$ cat src/rtl/uart_pkg.sv
// uart_pkg: definitions shared by the UART receiver and transmitter.
//   CLKS_PER_BIT_9600 : clocks per bit at 9600 baud from the 100 MHz master clock
//   UART_DATA_BITS    : data bits per frame (8N1)
//   UART_IDLE_LEVEL   : level of an idle line, which is also the stop-bit level
//   uart_rx_state_t   : receiver FSM state encoding
package uart_pkg;

    localparam int   CLKS_PER_BIT_9600 = 10416;
    localparam int   UART_DATA_BITS    = 8;
    localparam logic UART_IDLE_LEVEL   = 1'b1;

    typedef enum logic [2:0] {
        IDLE     = 3'd0,
        RX_START = 3'd1,
        RX_DATA  = 3'd2,
        RX_STOP  = 3'd3,
        CLEANUP  = 3'd4
    } uart_rx_state_t;

endpackage

$ cat src/rtl/sync_ff.sv
// sync_ff: N-stage flop chain that brings an asynchronous level into the clk domain.
// Usable for any slow asynchronous input (serial lines, buttons, switches).
//   clk : destination clock
//   rst : synchronous, active-high; loads RST_VAL into every stage
//   d   : asynchronous input
//   q   : synchronised output, STAGES cycles behind d
module sync_ff #(
    parameter int   STAGES  = 2,
    parameter logic RST_VAL = 1'b1
) (
    input  logic clk,
    input  logic rst,
    input  logic d,
    output logic q
);

    logic [STAGES-1:0] pipe;

    always_ff @(posedge clk) begin
        if (rst) begin
            pipe <= {STAGES{RST_VAL}};
        end else begin
            pipe <= {pipe[STAGES-2:0], d};
        end
    end

    assign q = pipe[STAGES-1];

endmodule

$ cat src/rtl/uart_rx.sv
// uart_rx: 8N1 UART receiver, LSB first.
//   clk       : master clock
//   rst       : synchronous, active-high reset
//   rx_serial : asynchronous serial line, idle high
//   rx_byte   : last correctly framed byte, held until the next good frame
//   rx_dv     : one-cycle strobe, rx_byte newly updated
//   rx_busy   : high whenever the FSM is not in IDLE
//   frame_err : one-cycle strobe, stop bit sampled low
//
// state    | meaning
// ---------+---------------------------------------------------------------
// IDLE     | line idle, waiting for a low level on rx_sync
// RX_START | timing half a bit into the start bit to confirm it is real
// RX_DATA  | sampling 8 data bits, one per bit period
// RX_STOP  | sampling the stop bit; issue rx_dv or frame_err
// CLEANUP  | waiting for the line to return high before re-arming
module uart_rx
    import uart_pkg::*;
#(
    parameter int CLKS_PER_BIT = CLKS_PER_BIT_9600,
    parameter int SYNC_STAGES  = 2
) (
    input  logic       clk,
    input  logic       rst,
    input  logic       rx_serial,
    output logic [7:0] rx_byte,
    output logic       rx_dv,
    output logic       rx_busy,
    output logic       frame_err
);

    localparam int CNT_W = $clog2(CLKS_PER_BIT);
    localparam int IDX_W = $clog2(UART_DATA_BITS);
    localparam int HALF  = (CLKS_PER_BIT - 1) / 2;

    localparam logic [CNT_W-1:0] HALF_TC  = CNT_W'(HALF - 1);
    localparam logic [CNT_W-1:0] BIT_TC   = CNT_W'(CLKS_PER_BIT - 1);
    localparam logic [IDX_W-1:0] LAST_IDX = IDX_W'(UART_DATA_BITS - 1);

    logic rx_sync;

    sync_ff #(
        .STAGES  (SYNC_STAGES),
        .RST_VAL (UART_IDLE_LEVEL)
    ) u_sync (
        .clk (clk),
        .rst (rst),
        .d   (rx_serial),
        .q   (rx_sync)
    );

    uart_rx_state_t state_q, state_d;
    logic [CNT_W-1:0]          cnt_q, cnt_d;
    logic [IDX_W-1:0]          idx_q, idx_d;
    logic [UART_DATA_BITS-1:0] shift_q, shift_d;
    logic [UART_DATA_BITS-1:0] byte_q, byte_d;
    logic                      dv_q, dv_d;
    logic                      ferr_q, ferr_d;

    always_ff @(posedge clk) begin
        if (rst) begin
            state_q <= IDLE;
            cnt_q   <= '0;
            idx_q   <= '0;
            shift_q <= '0;
            byte_q  <= '0;
            dv_q    <= 1'b0;
            ferr_q  <= 1'b0;
        end else begin
            state_q <= state_d;
            cnt_q   <= cnt_d;
            idx_q   <= idx_d;
            shift_q <= shift_d;
            byte_q  <= byte_d;
            dv_q    <= dv_d;
            ferr_q  <= ferr_d;
        end
    end

    always_comb begin
        state_d = state_q;
        cnt_d   = cnt_q + CNT_W'(1);
        idx_d   = idx_q;
        shift_d = shift_q;
        byte_d  = byte_q;
        dv_d    = 1'b0;
        ferr_d  = 1'b0;

        case (state_q)
            IDLE: begin
                cnt_d = '0;
                idx_d = '0;
                if (rx_sync != UART_IDLE_LEVEL) begin
                    state_d = RX_START;
                end
            end

            RX_START: begin
                // A start bit that is gone by mid-bit was a glitch.
                if (cnt_q == HALF_TC) begin
                    state_d = (rx_sync == UART_IDLE_LEVEL) ? IDLE : RX_DATA;
                end
            end

            RX_DATA: begin
                if (cnt_q == BIT_TC) begin
                    // Bit periods are not always a power of two; wrap explicitly.
                    cnt_d          = '0;
                    shift_d[idx_q] = rx_sync;
                    if (idx_q == LAST_IDX) begin
                        idx_d   = '0;
                        state_d = RX_STOP;
                    end else begin
                        idx_d = idx_q + IDX_W'(1);
                    end
                end
            end

            RX_STOP: begin
                if (cnt_q == BIT_TC) begin
                    if (rx_sync == UART_IDLE_LEVEL) begin
                        byte_d = shift_q;
                        dv_d   = 1'b1;
                    end else begin
                        ferr_d = 1'b1;
                    end
                    state_d = CLEANUP;
                end
            end

            CLEANUP: begin
                // Holding here on a low line keeps a break from looking like a new start bit.
                cnt_d = '0;
                if (rx_sync == UART_IDLE_LEVEL) begin
                    state_d = IDLE;
                end
            end

            default: begin
                state_d = IDLE;
            end
        endcase

        if (state_d != state_q) begin
            cnt_d = '0;
        end
    end

    assign rx_byte   = byte_q;
    assign rx_dv     = dv_q;
    assign frame_err = ferr_q;
    assign rx_busy   = (state_q != IDLE);

endmodule

$ cat config.mk
export PLATFORM = sky130hd
export DESIGN_NAME = uart_rx
export DESIGN_NICKNAME = d
export VERILOG_FILES = /design/src/rtl/uart_pkg.sv /design/src/rtl/sync_ff.sv /design/src/rtl/uart_rx.sv
export SDC_FILE = /design/constraint.sdc
export NUM_CORES = 1
export LEC_CHECK = 0
export CAP_MARGIN = 25
export CORE_UTILIZATION = 57
export DETAILED_ROUTE_END_ITERATION = 12
export GPL_TIMING_DRIVEN = 0
export PLACE_DENSITY = 0.9
export SKIP_CTS_REPAIR_TIMING = 1
export SYNTH_ARGS = -nofsm -noshare
export SYNTH_HDL_FRONTEND = slang
export SYNTH_SLANG_ARGS = --single-unit
$ cat constraint.sdc
create_clock -name clk -period 2.3 [get_ports clk]
set_input_delay 0.46 -clock clk [delete_from_list [all_inputs] [get_ports clk]]
set_output_delay 0.46 -clock clk [all_outputs]
set_load 0.02 [all_outputs]
==> summary.md <==
| Metric | Value |
|---|---|
| Hold Fails Final Rpt | 0 |
| TNS Setup | 0 ps |
| Sequential area share after synthesis | 41.5% |
| Post-synth EDFFs | 0 |
| Sink of the worst hold path | u_sync.pipe[1]$_SDFF_PP1_ |
| Syn nets | 214 |
| Area Growth Syn to Fin | 15.4% |
| Root Buffer | clkbuf_4 |
| PortBufs | 13 |
| Outcome | finished, final reports clean |
| Synth Register Bits | 40 |
| Synth top area share | 41.5% |
| Mean Syn Cell Area | 9.33 um2 |
| R2r worst-path depth | 6 |
| Worst R2R End | cnt_q[2]$_SDFF_PP0_ |
| Die width | 60.2 um |
| Routability cong. | 0.858 |
| Mapped cell area | 0.00193 mm2 |
| Tcrit/Tclk final | 97.0% |
| Drt wl/cell | 14.4 um |
| Core ar. | 0.00313 mm2 |
| # DRC | 0 |
| Routed WL | 3920 um |
| First-pass GRT wire length | 6290 um |
| Reg clk slew, reported paths | 120 ps |
| Starting density of the core | 61.7% |
| Finished Layout Cells | 273 |
| Number of max-cap violations | 0 |
| Total gr overflow | 0 |
| Antenna diode count | 0 |
| Fmax | 0.448 GHz |
| DR iter-0 viols | 59 |
| H-tree Lvls | 2 |
| Clock Path Buffers | 2 |
| Least-Margin Pin Slew | 514 ps |
| DP HPWL | 2750 um |
| Hold_sp | u_sync.pipe[0]$_SDFF_PP1_ |
| Largest net degree at the start of global routing | 13 |
| Static Leak | 0.846 nW |
| Antenna violations before repair | 0 |
| CP cell instances | or3b_1 > nor4_4 > mux2_2 > a22oi_2 > buf_4 > a211oi_1 |
| Synth async-reset ratio | 0% |
| Design Power | 1.21 mW |
| Sequential Area | 801 um2 |
| Placed Cells | 264 |
| Critical Path Fanout Max | 9 |
| Footprint of the multi-input gates | 0.00106 mm2 |
| Worst relative slew slack | 65.5% |
| Overall Global Routing Usage | 24.2% |
| Die area | 0.00362 mm2 |
| Worst R2R Setup Slack | 70 ps |
| Share of layout cells above drive strength 1 | 14.8% |
| Ys Warns | 0 |
| Placement Rows | 20 |
| Worst Setup Path Type | flop to flop |
| Pwr Density | 543 mW/mm2 |
| Slew Viols, Final | 0 |
| Most common cell in the netlist | dfxtp_1 |
| CTS tree | done |
| Biggest area consumer among synthesized cells | dfxtp_1 |
| Die height | 60.2 um |
| Nets | 235 |
| Critical path required time | 2520 ps |
| Peak supply drop | 374 uV |
| Hold depth | 1 |
| Top FF cell, synth | dfxtp_1 |
| Post-layout util | 71.2% |
| Slowest cell on the critical path | dfxtp_1 |
| Crit start category | flop |
| Hold Worst Slack | 430 ps |
| Count of cell types in the netlist | 49 |
| Crit path DAT | 2450 ps |
| # IOs | 14 |
| Via count | 1590 |
| Post-route ant nets | 0 |
| Clk_skew | 8.35 ps |
| RR Startpoint | cnt_q[7]$_SDFF_PP0_ |
| Post-Syn Instances | 207 |
| Fillers | 228 |
| Area contributors post-synth | dfxtp_1 41%, mux2i_1 6.2%, nor2_1 5.1%, nand2_1 3.7%, xor2_1 3.6% |
| Vias in the first global route | 1336 |
| DRT Pass-1 Iters | 6 |
| Num CTS Buffers | 5 |
| Vias per cell | 5.82 |
| Crit end category | flop |
| Latest clock arrival within the worst-skew pair | 350 ps |
| Number of setup violations in the final report | 0 |
| Final min period | 2230 ps |
| Top post-synthesis cells by count | 40 x dfxtp_1, 26 x nor2_1, 19 x nand2_1 |
| Clock sinks | 40 |
| Hold Path Class | flop to flop |
| CP peak stage delay | 480 ps |
[flip-flops by register name (all words and copies together) (netlist names)]
signal,flops
cnt_q,14
rx_byte,8
shift_q,8
idx_q,3
state_q,3
u_sync.pipe,2
frame_err,1
rx_dv,1
[worst max-delay path, delay by kind of cell (launching register included)]
family	cells	cell delay, ps
and+or+nand+nor	2	770
DFF	1	480
muxes	1	390
AOI/OAI and AO/OA	2	260
buffers and inverters	1	200
[layout make-up]
cell class / count / area share [%]
multi-input cells: 152 / 47.5
repair buffers: 14 / 6.18
clock inverters: 2 / 1.57
well taps: 44 / 2.47
flip-flops and latches: 40 / 35.9
plain buffers: 9 / 3.48
inverters: 6 / 1.01
clock buffers: 6 / 1.85
[where the power goes]
group	total [mW]	leakage (nW)	internal (mW)	switching, mW
clock network	0.453	0.0422	0.228	0.226
logic	0.0593	0.481	0.0215	0.0378
registers	0.697	0.323	0.696	0.00158
[cell usage in the layout (no fill, tap or decap), types with 6 or more instances in the layout]
cell type        instances
mux2i_1                 12
o21ai_0                  6
nand2_1                 19
inv_1                    6
nand3_1                 12
nand4_1                  8
nor2_1                  25
clkdlybuf4s50_1         13
xor2_1                   8
a211oi_1                 6
dfxtp_1                 40
[worst max path at each step]
stage,from,to,slack [ps]
CTS,cnt_q[0]$_SDFF_PP0_,cnt_q[2]$_SDFF_PP0_,-180
detailed placement,cnt_q[0]$_SDFF_PP0_,cnt_q[2]$_SDFF_PP0_,-160
floorplan,cnt_q[0]$_SDFF_PP0_,cnt_q[10]$_SDFF_PP0_,240
global route,cnt_q[11]$_SDFF_PP0_,shift_q[1]$_SDFFE_PP0P_,-30
finish,cnt_q[7]$_SDFF_PP0_,cnt_q[2]$_SDFF_PP0_,70
global placement,cnt_q[0]$_SDFF_PP0_,cnt_q[12]$_SDFF_PP0_,-90
[logic make-up after synthesis]
logic type,share of synthesized area (%)
AOI/OAI and AO/OA,7.65
xor gates and xnor gates,5.44
adders and majority gates,2.59
buffers and inverters,5.18
DFF,41.5
muxes,6.81
and+or+nand+nor,30.8
[routing by layer]
| layer | vias up | GRT usage (%) | part of all wire, % |
|---|---|---|---|
| met5 | - | 0 | 0 |
| met4 | 0 | 8.97 | 2.2 |
| met3 | 11 | 7.58 | 6.3 |
| met2 | 45 | 36.7 | 47 |
| met1 | 763 | 31.9 | 44 |
| li1 | 771 | - | - |
[stage by stage]
stage / instance area (um2) / setup WS (ps)
after floorplan: 1930 / 244
after global placement: 2120 / -89.5
after detailed placement: 2120 / -158
after CTS: 2190 / -176
after global routing: 2230 / -26.9
final: 2230 / 69.3
Power figures use the tool's default switching activity.
